===== config.mk =====
export PLATFORM = sky130hd
export DESIGN_NAME = if_fetch_ctrl
export DESIGN_NICKNAME = d
export VERILOG_FILES = /design/src/rtl/if_fetch_ctrl.sv
export SDC_FILE = /design/constraint.sdc
export NUM_CORES = 1
export LEC_CHECK = 0
export CORE_MARGIN = 3
export CORE_UTILIZATION = 40
export DETAILED_ROUTE_END_ITERATION = 10
export GPL_ROUTABILITY_DRIVEN = 0
export GPL_TIMING_DRIVEN = 0
export PLACE_DENSITY = 0.67
export SLEW_MARGIN = 10
export SYNTH_ARGS = -nofsm -noshare
export SYNTH_HDL_FRONTEND = slang
export SYNTH_SLANG_ARGS = --single-unit
export TNS_END_PERCENT = 100

===== constraint.sdc =====
create_clock -name clk -period 6.4 [get_ports clk]
set_input_delay 1.28 -clock clk [delete_from_list [all_inputs] [get_ports clk]]
set_output_delay 1.28 -clock clk [all_outputs]
set_load 0.005 [all_outputs]

===== src/rtl/if_fetch_ctrl.sv =====
// Instruction-fetch controller: one SRAM-like request per instruction, decode-stall
// buffering and flush drop. Optional misaligned-fetch exception via FETCH_ADEL_EN.
module if_fetch_ctrl #(
    parameter logic [31:0] RESET_PC = 32'h0000_0000
) (
    input  logic        clk,
    input  logic        rst,
    input  logic [31:0] pc,
    input  logic        flush,
    input  logic        id_stall,
    output logic        inst_req,
    output logic [31:0] inst_addr,
    input  logic        inst_addr_ok,
    input  logic [31:0] inst_rdata,
    input  logic        inst_data_ok,
    output logic [31:0] inst_o,
    output logic [31:0] pc_o,
    output logic        inst_valid,
    output logic        fetch_stall,
    output logic        adel_o
);

    typedef enum logic [1:0] {
        S_REQ  = 2'd0,
        S_WAIT = 2'd1,
        S_HOLD = 2'd2,
        S_DROP = 2'd3
    } state_t;

    state_t      state, state_n;
    logic        req_first;
    logic        drop_q;
    logic        hold_adel;
    logic        adel_req;
    logic        complete;
    logic        done_adel;
    logic [31:0] addr_q;
    logic [31:0] buf_q;
    logic [31:0] cur_addr;
    logic [31:0] done_inst;
    logic [31:0] done_pc;

`ifdef FETCH_ADEL_EN
    assign adel_req = (state == S_REQ) && req_first && (pc[1:0] != 2'b00);
    assign cur_addr = req_first ? pc : addr_q;
`else
    logic unused_pc;
    assign unused_pc = ^pc[1:0];
    assign adel_req  = 1'b0;
    assign cur_addr  = req_first ? {pc[31:2], 2'b00} : addr_q;
`endif

    always_ff @(posedge clk or posedge rst) begin
        if (rst) state <= S_REQ;
        else     state <= state_n;
    end

    always_comb begin
        state_n = state;
        case (state)
            S_REQ: begin
                if (adel_req) begin
                    if (!flush && id_stall) state_n = S_HOLD;
                end else if (inst_addr_ok) begin
                    state_n = (flush || drop_q) ? S_DROP : S_WAIT;
                end
            end
            S_WAIT: begin
                if (inst_data_ok)
                    state_n = (!flush && id_stall) ? S_HOLD : S_REQ;
                else if (flush)
                    state_n = S_DROP;
            end
            S_HOLD: if (flush || !id_stall) state_n = S_REQ;
            S_DROP: if (inst_data_ok) state_n = S_REQ;
            default: state_n = S_REQ;
        endcase
    end

    always_comb begin
        inst_req  = 1'b0;
        inst_addr = addr_q;
        complete  = 1'b0;
        done_inst = inst_rdata;
        done_pc   = addr_q;
        done_adel = 1'b0;
        case (state)
            S_REQ: begin
                inst_req  = !adel_req;
                inst_addr = cur_addr;
                complete  = adel_req && !id_stall && !flush;
                done_inst = 32'h0;
                done_pc   = pc;
                done_adel = 1'b1;
            end
            S_WAIT: complete = inst_data_ok && !id_stall && !flush;
            S_HOLD: begin
                complete  = !id_stall && !flush;
                done_inst = buf_q;
                done_adel = hold_adel;
            end
            default: ;
        endcase
        fetch_stall = ~complete;
    end

    // addr_q follows the live PC only on the first REQ cycle, then holds
    always_ff @(posedge clk or posedge rst) begin
        if (rst) begin
            req_first  <= 1'b1;
            drop_q     <= 1'b0;
            addr_q     <= RESET_PC;
            buf_q      <= 32'h0;
            hold_adel  <= 1'b0;
            inst_o     <= 32'h0;
            pc_o       <= RESET_PC;
            inst_valid <= 1'b0;
            adel_o     <= 1'b0;
        end else begin
            req_first <= (state != S_REQ) || adel_req;
            drop_q    <= (state == S_REQ) && !inst_addr_ok && !adel_req
                         && (drop_q || flush);
            if (state == S_REQ) addr_q <= cur_addr;
            if (state == S_WAIT && inst_data_ok && id_stall && !flush) begin
                buf_q     <= inst_rdata;
                hold_adel <= 1'b0;
            end else if (adel_req && id_stall && !flush) begin
                buf_q     <= 32'h0;
                hold_adel <= 1'b1;
            end
            if (complete) begin
                inst_o     <= done_inst;
                pc_o       <= done_pc;
                adel_o     <= done_adel;
                inst_valid <= 1'b1;
            end else if (flush || !id_stall || state == S_DROP) begin
                inst_valid <= 1'b0;
            end
        end
    end

endmodule

==> qor.txt <==
synthesis-stage register bit count -> 134
R2R setup slack -> 4.47 ns
Sw Ratio -> 31.7%
ANT cells -> 0
via count -> 4428
reg2reg start -> state[0]
first-pass GRT wire length -> 25000 um
Tot GR Track Use -> 19.6%
Worst Path Required -> 5.12 ns
Tcrit/Tclk final -> 66.0%
worst reg2reg path endpoint -> adel_o
Cells after Synth -> 484
r2r worst-path depth -> 7
Avg Cell Area, Syn -> 11.9 um2
P_leak -> 3.54 nW
antenna violations before repair -> 0
clk root buf -> clkbuf_16
drt pass-1 iters -> 4
Seq pwr share -> 34.0%
Logic pwr share -> 44.1%
worst endpoint data arrival time -> 2.95 ns
H-tree depth -> 4
Critical Path Source -> flush
Chip Width -> 126 um
# IOs -> 170
Setup TNS Final -> 0 ns
Overall Power -> 0.00441 W
GRT Residual Overflow -> 0
Cell Pwr Density -> 531 nW/um2
die area -> 15900 um2
Worst Setup End Kind -> output port
Setup Skew -> 0.00572 ns
crit path kind -> in2out
share of layout cells above drive strength 1 -> 17.2%
unrepaired setup endpoints after global routing -> no
Clock power frac -> 21.8%
CTS Buf Count -> 17
final-report setup violation count -> 0
CTS sink cnt -> 134
initial core utilization -> 41.2%
worst-path fanout max -> 9
later-pin clock latency in the skew report -> 0.42 ns
chip height -> 126 um
min cycle time layout -> 4.23 ns
clock tree buffer depth -> 2
Yosys warning count -> 0
detail-routed via count per cell -> 5.11
Hold Buf Count CTS -> 0
CORE AREA -> 14000 um2
syn_nets -> 559
outcome -> finished, final reports clean
max cap viols -> 0
Routed Antenna Nets -> 0
Hold Crit Endpoint -> buf_q[25]
post-CTS resize count -> 0
Routed WL per cell -> 17.5 um
initial DRC count -> 241
drt total wl -> 15200 um
Net Switching -> 0.00140 W
final hold vios -> 0
Area Growth Syn to Fin -> 44.0%
worst rel slew slack -> 64.2%
Max Freq -> 0.237 GHz
Final Cell Area -> 8300 um2
DRC violations left -> 0
Max Slew Vio Count -> 0
post-CTS setup buffer count -> 0
Final HPWL DP -> 10800 um
sequential area share after synthesis -> 58.2%
CP startpoint kind -> input pin
clock slew seen by the registers of the worst setup and hold paths -> 0.05 ns
FP Rows -> 43
Worst Hold Class -> reg2reg
pin count of the biggest net entering global routing -> 87
worst hold margin -> 0.495 ns
IO buf count -> 169
Peak VDD IR -> 0.000273 V
hold path cells -> 1
vias in the first global route -> 4906
Final nets -> 748
Cell Area, Synth -> 5770 um2
Hold Startpoint -> buf_q[25]
Least-Margin Pin Slew -> 0.536 ns
CTS tree -> built
Yosys cell types -> 24
Internal -> 0.00301 W
DP Area -> 7720 um2
[layout make-up]
class	count	area [um2]
sequential	134	3350
inverter	9	38.8
buffer	34	219
timing repair buffer	170	1720
tap	180	225
clock buffer	23	488
clock inverter	9	98.8
multi-input combinational	307	2160
fill	1163	5690
[per-stage QoR]
stage,utilization [%],setup WS [ns],cells
6_report,59.4,2.17,866
2_1_floorplan,-,1.54,484
5_1_grt,59.4,2.09,866
3_5_place_dp,55.2,2.16,834
3_3_place_gp,54.9,-0.335,833
4_1_cts,59.4,2.14,866
[per-layer routing]
layer	share of wire (%)	vias up	global-route usage, %
li1	-	2062	-
met1	42	2187	23.9
met5	0	-	0
met3	9.5	16	8.44
met2	47	163	31.5
met4	1.5	0	6.37
[cells in the final DEF, fill, tap and decap left out, types with 5 or more instances in the layout]
master	count
buf_2	16
mux2_1	8
nor2_1	71
a21oi_1	89
ha_1	5
clkbuf_1	10
mux2i_1	33
dfrtp_1	133
clkinv_2	6
nor3b_1	28
clkdlybuf4s50_1	169
clkbuf_16	17
buf_6	9
mux2_2	56
inv_1	8
[synthesized netlist by cell type, drive strengths merged]
library cell  instances  share of area, %
a21oi                89               7.7
a221oi                4              0.61
a222oi                1              0.17
a31o                  1              0.15
and2                  2              0.22
buf                  26               3.3
clkbuf                8              0.52
dfrtp               133                58
dfstp                 1              0.46
ha                    5               1.1
inv                   9              0.59
mux2                 64                12
mux2i                33               5.7
nand2                 1             0.065
nand3                 1              0.17
nor2                 71               4.6
nor2b                 1              0.15
nor3                  1             0.087
nor3b                28               3.6
o211a                 1              0.17
o21ai                 4              0.35
[power groups by stage]
stage                     registers (W)  clock network [W]  logic, W
after floorplan                 0.00148                  0  0.000968
after global placement          0.00148                  0   0.00193
after detailed placement        0.00151                  0   0.00196
after CTS                       0.00150           0.000979   0.00198
after global routing            0.00156            0.00102   0.00214
final                           0.00150           0.000963   0.00195
[worst max-delay path, cell delays in order]
cell	delay (ns)
clkdlybuf4s50_1	0.55
nor2_1	0.07
o211a_1	0.10
buf_2	0.19
inv_1	0.19
clkdlybuf4s50_1	0.56
[cell families (layout without fill, tap and decap cells)]
logic type	after synthesis	in the layout	share of synthesized area, %
muxes	97	97	18.2
and+or+nand+nor	105	105	8.96
buffers and inverters	43	245	4.38
DFF	134	134	58.2
adders and majority gates	5	5	1.08
AOI/OAI and AO/OA	100	100	9.18
[state kept, by name, indices dropped and copies added (netlist names)]
signal,flops
addr_q,32
drop_q,1
inst_o,32
req_first,1
buf_q,32
inst_valid,1
adel_o,1
pc_o,32
state,2
[how the worst max path moves through the flow]
stage	endpoint	slack, ns	cells after the start
3_3_place_gp	inst_o[21]	-0.34	2
5_1_grt	fetch_stall	2.09	6
6_report	fetch_stall	2.17	6
3_5_place_dp	fetch_stall	2.16	6
4_1_cts	fetch_stall	2.14	6
2_1_floorplan	addr_q[0]	1.54	1
Note: power is estimated with default switching activity, not from simulation.
